<file path="src/rtl/parse_matrix_ascii.sv">
// ASCII matrix receiver: turns a UART RX byte stream of decimal numbers into a
// row-major packed matrix, element k at data_out[k*ELEM_W +: ELEM_W].
module parse_matrix_ascii #(
  parameter int ELEM_W  = 16,
  parameter int MAX_DIM = 5
) (
  input  logic                              clk,
  input  logic                              rst_n,
  input  logic                              start,
  input  logic [2:0]                        width,
  input  logic [2:0]                        height,
  input  logic [7:0]                        din,
  input  logic                              din_valid,
  output logic [MAX_DIM*MAX_DIM*ELEM_W-1:0] data_out,
  output logic                              busy,
  output logic                              done,
  output logic                              error
);

  localparam int NUM_ELEM = MAX_DIM * MAX_DIM;
  localparam int IDX_W    = $clog2(NUM_ELEM + 1);
  localparam int ACC_W    = ELEM_W + 4;
  localparam logic [2:0] MAX_D = 3'(MAX_DIM);

  typedef enum logic [2:0] {S_IDLE, S_SKIP, S_ACC, S_DONE, S_ERR} state_t;

  state_t                           state;
  logic [NUM_ELEM-1:0][ELEM_W-1:0]  mat;
  logic [ELEM_W-1:0]                acc;
  logic [IDX_W-1:0]                 idx;
  logic [2:0]                       ndig;
  logic [5:0]                       total;

  logic             is_dig, is_sep, dims_ok, commit, ovf, last;
  logic [3:0]       dval;
  logic [ACC_W-1:0] acc_nx;
  logic [IDX_W-1:0] idx_inc;
  logic [5:0]       total_nx;

  assign data_out = mat;

  always_comb begin
    is_dig   = (din >= 8'h30) && (din <= 8'h39);
    is_sep   = (din == 8'h20) || (din == 8'h09) || (din == 8'h0D) || (din == 8'h0A);
    dval     = 4'(din - 8'h30);
    // Wide intermediate so an oversize value is caught rather than wrapped.
    acc_nx   = {4'b0, acc} * ACC_W'(10) + {{ELEM_W{1'b0}}, dval};
    ovf      = (acc_nx > {4'b0, {ELEM_W{1'b1}}}) || (ndig == 3'd5);
    dims_ok  = (width != 3'd0) && (height != 3'd0) && (width <= MAX_D) && (height <= MAX_D);
    total_nx = {3'b0, width} * {3'b0, height};
    idx_inc  = idx + 1'b1;
    last     = (6'(idx_inc) == total);
    commit   = (state == S_ACC) && din_valid && is_sep;
  end

  always_ff @(posedge clk or negedge rst_n) begin
    if (!rst_n) begin
      state <= S_IDLE;
      mat   <= '0;
      acc   <= '0;
      idx   <= '0;
      ndig  <= '0;
      total <= '0;
      busy  <= 1'b0;
      done  <= 1'b0;
      error <= 1'b0;
    end else begin
      for (int k = 0; k < NUM_ELEM; k++)
        if (commit && idx == IDX_W'(k)) mat[k] <= acc;

      case (state)
        S_IDLE: begin
          done  <= 1'b0;
          error <= 1'b0;
          if (start) begin
            mat   <= '0;
            idx   <= '0;
            acc   <= '0;
            ndig  <= '0;
            total <= total_nx;
            if (dims_ok) begin
              state <= S_SKIP;
              busy  <= 1'b1;
            end else begin
              state <= S_ERR;
              error <= 1'b1;
            end
          end
        end
        S_SKIP: if (din_valid) begin
          if (is_dig) begin
            acc   <= ELEM_W'(dval);
            ndig  <= 3'd1;
            state <= S_ACC;
          end else if (!is_sep) begin
            state <= S_ERR;
            busy  <= 1'b0;
            error <= 1'b1;
          end
        end
        S_ACC: if (din_valid) begin
          if (is_dig && !ovf) begin
            acc  <= acc_nx[ELEM_W-1:0];
            ndig <= ndig + 3'd1;
          end else if (is_sep) begin
            idx  <= idx_inc;
            acc  <= '0;
            ndig <= '0;
            if (last) begin
              state <= S_DONE;
              busy  <= 1'b0;
              done  <= 1'b1;
            end else begin
              state <= S_SKIP;
            end
          end else begin
            // Unfinished number is dropped; only committed elements survive.
            state <= S_ERR;
            busy  <= 1'b0;
            error <= 1'b1;
          end
        end
        S_DONE: if (!start) begin
          state <= S_IDLE;
          done  <= 1'b0;
        end
        S_ERR: if (!start) begin
          state <= S_IDLE;
          error <= 1'b0;
        end
        default: state <= S_IDLE;
      endcase
    end
  end

endmodule

</file>
<file path="config.mk">
export PLATFORM = sky130hd
export DESIGN_NAME = parse_matrix_ascii
export DESIGN_NICKNAME = d
export VERILOG_FILES = /design/src/rtl/parse_matrix_ascii.sv
export SDC_FILE = /design/constraint.sdc
export NUM_CORES = 1
export LEC_CHECK = 0
export ABC_CLOCK_PERIOD_IN_PS = 4300
export BUFFER_PORTS_ARGS = -buffer_cell sky130_fd_sc_hd__buf_2
export CAP_MARGIN = 15
export CORE_ASPECT_RATIO = 0.5
export CORE_MARGIN = 5
export CORE_UTILIZATION = 40
export CTS_BUF_LIST = sky130_fd_sc_hd__clkbuf_8
export DETAILED_ROUTE_END_ITERATION = 10
export HOLD_SLACK_MARGIN = 0.08
export PLACE_DENSITY = 0.61
export SYNTH_ARGS = -nofsm -noshare
export SYNTH_HDL_FRONTEND = slang
export SYNTH_SLANG_ARGS = --single-unit
</file>
<file path="constraint.sdc">
create_clock -name clk -period 4.3 [get_ports clk]
set_clock_uncertainty 0.15 [all_clocks]
set_input_delay 0.43 -clock clk [delete_from_list [all_inputs] [get_ports clk]]
set_output_delay 0.43 -clock clk [all_outputs]
set_load 0.02 [all_outputs]
</file>
==> results.yml, run 1 <==
cells_and_area:
  fill_cells: 4702
  antenna_cells: 0
  multi_input_area_um2: 8080
  layout-drive-gt1-share: 0.238
  seqCellArea_um2: 10900
  fin_cells: 3387
  syn2layout_area_growth_pct: 22.8
  layout.nets: 2758
place:
  place_hpwl_um: 47500
  gp_congestion: 0.884
  portBuffers: 420
  dp.cells: 3262
global_route:
  gr-total-overflow: 0
  grt_pass1_wl_um: 107000
  grt_pass1_vias: 17400
  grt_usage: 0.254
  antenna_found_initial: 0
  grt_max_degree: 109
power_and_ir_drop:
  p_leak_nw: 11.9
  pwr_density_cell_nw_per_um2: 372
  peakVddDrop_uv: 208
route:
  vias_per_cell: 5.29
  m1WireLength_um: 29200
  met3_length_um: 4150
  drc: 0
  drt_iter0_markers: 1693
  wl_um: 70600
  top_layer_used: "met4"
  antenna_left: 0
  dr.pass1.iters: 7
  wire_per_inst_um: 20.9
  via_count: 17900
  dr_wl_met2_um: 33900
sta:
  tightestPinTransition_ps: 966
  setup_viol: 0
  report.final.slew_viol_count: 0
  fin_crit_sh: 0.973
  finalCriticalPeriod_ps: 4180
  max_freq_ghz: 0.239
  hold_viol_final: 0
  relSlewSlack: 0.356
  whs_ps: 139
synthesis:
  synth_commonest_cells: "nand2_1, dfrtp_1, a21oi_1"
  synth_edf_count: 0
  synth_cells: 2276
  yosys.area.top_type: "dfrtp_1"
  synthArstFlopShare: 1.00
  yosys-top-cells-area: "dfrtp_1, nand2_1, a21oi_1, clkbuf_1, ha_1"
  ys_ff_latch: 436
  yosysUniqueCellTypes: 68
  synth_area_um2: 19700
  synth_fp_nets: 2341
  yosysMostFrequentCell: "nand2_1"
  synth_top_cell_area_share: 0.554
  yosysWarnings: 0
  syn_avg_cell_area_um2: 8.65
  ys.flop_type: "dfrtp_1"
  synth-seq-area-share: 0.554
worst_setup_path:
  r2r-start: "acc[7]$_DFFE_PN0P_"
  worstSetupStartpointType: "register"
  crit_fanout: 6
  rr_endpoint: "acc[2]$_DFFE_PN0P_"
  reg2reg_slack_ps: 120
  crit_top_cell: "and3_1"
  crit_slowest_cell: "or4_4"
  reg2reg_depth: 13
  path_class: "register to register"
  crit_chain: "ha_1, ha_2, buf_4, and3_1, a2111oi_0, a41o_1, a211oi_2, o311ai_2, or4_4, or3_4, and3_1, a32o_1, mux2_2"
  arrival_ps: 4550
  cp.required_ps: 4670
  max_stage_delay_ps: 570
  end_kind: "register"
floorplanning:
  start_util: 0.405
  num_rows: 57
  die_h_um: 167
  ios: 421
  fp.dieW_um: 324
  coreArea_um2: 48600
  die_area_um2: 54000
min_path:
  min_path_type: "input port to register"
  hold_end: "total[1]$_DFFE_PN0P_"
  hp-start: "height[0]"
  whs_path_depth: 5
cts:
  clk_latency_ps: 630
  clk_pin_slew_worst_paths_ps: 70
  numCtsBuffers: 67
  cts_tree: "built"
  root_buffer: "clkbuf_8"
  clk_path_buf_depth: 3
  h-tree-depth: 3
  clock_sinks: 436
run_status:
  status: "finished clean"
run:
  max_cap_viol_count: 0
[logic make-up after synthesis]
kind of cell | after synthesis | synth area share
xor gates and xnor gates | 27 | 0.0120
adders and majority gates | 47 | 0.0314
and+or+nand+nor | 1040 | 0.213
muxes | 10 | 0.00572
buffers and inverters | 196 | 0.0391
AOI/OAI and AO/OA | 520 | 0.145
DFF | 436 | 0.554
[area by class of cell]
cell class | instances | area share
flip-flops and latches | 436 | 0.452
multi-input cells | 1644 | 0.334
repair buffers | 528 | 0.127
clock buffers | 74 | 0.0421
well taps | 649 | 0.0336
clock inverters | 40 | 0.00880
inverters | 16 | 0.00248
[placed cells by master (no fill, tap or decap), types with 10 or more instances in the layout]
| master | count |
|---|---|
| ha_1 | 40 |
| o21ai_0 | 21 |
| xor2_1 | 10 |
| dfrtp_1 | 421 |
| xnor2_1 | 17 |
| clkbuf_8 | 74 |
| inv_1 | 43 |
| nor2_1 | 48 |
| dfrtp_2 | 15 |
| nand2_1 | 873 |
| buf_12 | 10 |
| nor3_1 | 16 |
| buf_2 | 419 |
| o31ai_1 | 15 |
| and2_1 | 15 |
| nand3_1 | 30 |
| buf_4 | 90 |
| a21oi_1 | 420 |
[worst max-delay path, delay by kind of cell, from the launching register on]
| family | cells | cell delay [ps] |
|---|---|---|
| AOI/OAI and AO/OA | 5 | 1010 |
| adders and majority gates | 2 | 700 |
| buffers and inverters | 1 | 140 |
| DFF | 1 | 450 |
| muxes | 1 | 250 |
| and+or+nand+nor | 4 | 1380 |
[worst max-delay path by stage]
| stage | start | to | cells past startpoint |
|---|---|---|---|
| floorplan | acc[1]$_DFFE_PN0P_ | acc[2]$_DFFE_PN0P_ | 13 |
| global placement | acc[1]$_DFFE_PN0P_ | acc[1]$_DFFE_PN0P_ | 14 |
| detailed placement | acc[1]$_DFFE_PN0P_ | acc[1]$_DFFE_PN0P_ | 14 |
| CTS | acc[1]$_DFFE_PN0P_ | ndig[2]$_DFFE_PN0P_ | 16 |
| global route | acc[7]$_DFFE_PN0P_ | ndig[2]$_DFFE_PN0P_ | 15 |
| finish | acc[7]$_DFFE_PN0P_ | acc[2]$_DFFE_PN0P_ | 13 |
[state kept, by name, summed over array words and instances (netlist names)]
name / flops
done: 1
busy: 1
data_out: 400
total: 6
idx: 5
error: 1
ndig: 3
state: 3
acc: 16
[power by group]
part           switching, mW  total, mW  internal (mW)
Clock                   1.69       3.33           1.65
Sequential            0.0861       4.25           4.17
Combinational           1.03       1.41          0.374
[through the flow]
stage                     total power [mW]   util  worst slack [ps]  cell area, um^2  TNS (ps)
after floorplan                       5.14      -              90.7            19700         0
after global placement                5.71  0.469             -26.0            22800     -71.1
after detailed placement              5.71  0.469             -27.7            22800      -102
after CTS                             9.07  0.496              6.05            24100         0
after global routing                  9.41  0.498             -2.81            24200     -2.81
final                                 9.00  0.498               115            24200         0
[per-layer routing]
metal  track usage  vias to the layer above
li1              -                     8313
met1         0.336                     8856
met2         0.411                      573
met3        0.0417                      159
met4         0.118                        0
met5             0                        -
[what timing repair did]
action                     CTS  global route
setup endpoints to repair    8            21
hold endpoints to repair   108             0
resized for setup            3            10
pin swaps                    1             5
setup buffers                0             3
hold buffers                 8             0
Note: power is estimated with default switching activity, not from simulation.
==> inputs of run 2 (changes only) <==
--- a/config.mk
+++ b/config.mk
@@ -10,11 +10,11 @@
 export CAP_MARGIN = 15
 export CORE_ASPECT_RATIO = 0.5
 export CORE_MARGIN = 5
-export CORE_UTILIZATION = 40
+export CORE_UTILIZATION = 50
 export CTS_BUF_LIST = sky130_fd_sc_hd__clkbuf_8
 export DETAILED_ROUTE_END_ITERATION = 10
 export HOLD_SLACK_MARGIN = 0.08
-export PLACE_DENSITY = 0.61
+export PLACE_DENSITY = 0.74
 export SYNTH_ARGS = -nofsm -noshare
 export SYNTH_HDL_FRONTEND = slang
 export SYNTH_SLANG_ARGS = --single-unit
==> results.yml, run 2 (synthesis results as in run 1) <==
min_path:
  hold_end: "total[1]$_DFFE_PN0P_"
  hp-start: "height[0]"
  min_path_type: "input port to register"
  whs_path_depth: 5
floorplanning:
  die_h_um: 150
  start_util: 0.507
  coreArea_um2: 38900
  ios: 421
  fp.dieW_um: 291
  die_area_um2: 43700
  num_rows: 51
place:
  portBuffers: 420
  dp_slack_ps: -84.1
  dp.cells: 3131
  gp_congestion: 0.893
  placedInstanceArea_um2: 22500
  place_hpwl_um: 44500
worst_setup_path:
  path_class: "register to register"
  crit_chain: "ha_1, ha_2, fa_2, a21o_1, nand4_1, nand2_2, a211oi_2, o311ai_2, or4_4, or3_4, and3_1, a32o_1, mux2_2"
  rr_endpoint: "acc[2]$_DFFE_PN0P_"
  reg2reg_depth: 13
  arrival_ps: 4570
  cp.required_ps: 4670
  end_kind: "register"
  crit_buf_inv: 0
  max_stage_delay_ps: 520
  r2r-start: "acc[1]$_DFFE_PN0P_"
  crit_family: "simple AND/OR/NAND/NOR gates"
  reg2reg_slack_ps: 100
  crit_slowest_cell: "or4_4"
  worstSetupStartpointType: "register"
  crit_fanout: 4
route:
  antenna_left: 0
  dr.pass1.iters: 5
  via_count: 18000
  met3_length_um: 5430
  wl_um: 67100
  dr_wl_met2_um: 31400
  drt_iter0_markers: 1722
  wire_per_inst_um: 20.6
  m1WireLength_um: 27200
  drc: 0
  vias_per_cell: 5.53
  top_layer_used: "met4"
cells_and_area:
  largest_reg_flops: 400
  final_cell_mix: "nand2_1, dfrtp_1, a21oi_1, buf_2, clkbuf_8"
  layout.nets: 2738
  syn2layout_area_growth_pct: 22.0
  layout_commonest_cell: "nand2_1"
  post-route-util: 0.618
  finalInstanceArea_um2: 24000
  fin_cells: 3253
  layout-drive-gt1-share: 0.239
  antenna_cells: 0
sta:
  report.final.slew_viol_count: 0
  relSlewSlack: 0.387
  max_freq_ghz: 0.238
  whs_ps: 127
  fin_crit_sh: 0.976
  tightestPinTransition_ps: 920
  setup_viol: 0
  hold_viol_final: 0
  finalCriticalPeriod_ps: 4200
  setup_ws_ps: 104
  setup-tns-final_ps: 0
power_and_ir_drop:
  p_leak_nw: 11.9
  net-switching-power_mw: 2.76
  p_seq_frac: 0.464
  pwr_density_cell_nw_per_um2: 381
  combPwrFrac: 0.148
  netSwitchingFraction: 0.301
  peakVddDrop_uv: 257
  finalPower_mw: 9.16
  p_clk_frac: 0.388
  internal_power_mw: 6.41
cts:
  root_buffer: "clkbuf_8"
  numCtsBuffers: 61
  clock_sinks: 436
  clk_latency_ps: 640
  cts_tree: "built"
  h-tree-depth: 2
  clk_pin_slew_worst_paths_ps: 70
  clk_path_buf_depth: 3
global_route:
  grt_pass1_wl_um: 101000
  grt_usage: 0.295
  grt_max_degree: 113
  gr-total-overflow: 0
  antenna_found_initial: 0
  grt_pass1_vias: 17200
run:
  max_cap_viol_count: 0
run_status:
  status: "finished clean"
-- run 2: worst min-delay path: stages --
cell and delay (ps):
buf_2 110, and2_1 130, ha_1 120, nand2_1 40, nand2_1 50
-- run 2: final cells by class --
type,instances,area [um^2]
well taps,530,663
clock buffers,83,1140
multi-input cells,1644,8060
repair buffers,514,2950
fillers,3406,14800
inverters,16,60.1
flip-flops and latches,436,10900
clock inverters,30,214
-- run 2: worst max-delay path by stage --
stage | from | endpoint | slack [ps] | cells after the start
after floorplan | acc[1]$_DFFE_PN0P_ | acc[2]$_DFFE_PN0P_ | 90 | 13
after global placement | acc[1]$_DFFE_PN0P_ | ndig[0]$_DFFE_PN0P_ | -80 | 13
after detailed placement | acc[1]$_DFFE_PN0P_ | ndig[0]$_DFFE_PN0P_ | -80 | 13
after CTS | acc[1]$_DFFE_PN0P_ | ndig[0]$_DFFE_PN0P_ | 9 | 13
after global routing | acc[2]$_DFFE_PN0P_ | acc[2]$_DFFE_PN0P_ | -3 | 12
final | acc[1]$_DFFE_PN0P_ | acc[2]$_DFFE_PN0P_ | 100 | 13
-- run 2: routing by layer --
layer / vias to the layer above / global-route usage
met3: 182 / 0.0665
li1: 8274 / -
met2: 771 / 0.469
met5: - / 0
met1: 8751 / 0.399
met4: 0 / 0.123
-- run 2: timing repair --
| item | in CTS | in global routing |
|---|---|---|
| setup endpoints to repair | 17 | 21 |
| pin swaps | 0 | 7 |
| hold buffers | 7 | 0 |
| endpoints found under the hold margin | 112 | 0 |
| resized for setup | 1 | 13 |
| setup buffers | 0 | 3 |
| gates cloned | 0 | 0 |
-- run 2: power by group through the flow --
stage	Combinational, mW	Clock, mW	Sequential [mW]
5_1_grt	1.46	3.79	4.26
3_5_place_dp	1.32	0	4.32
3_3_place_gp	1.32	0	4.32
2_1_floorplan	0.843	0	4.30
4_1_cts	1.33	3.59	4.25
6_report	1.36	3.55	4.25
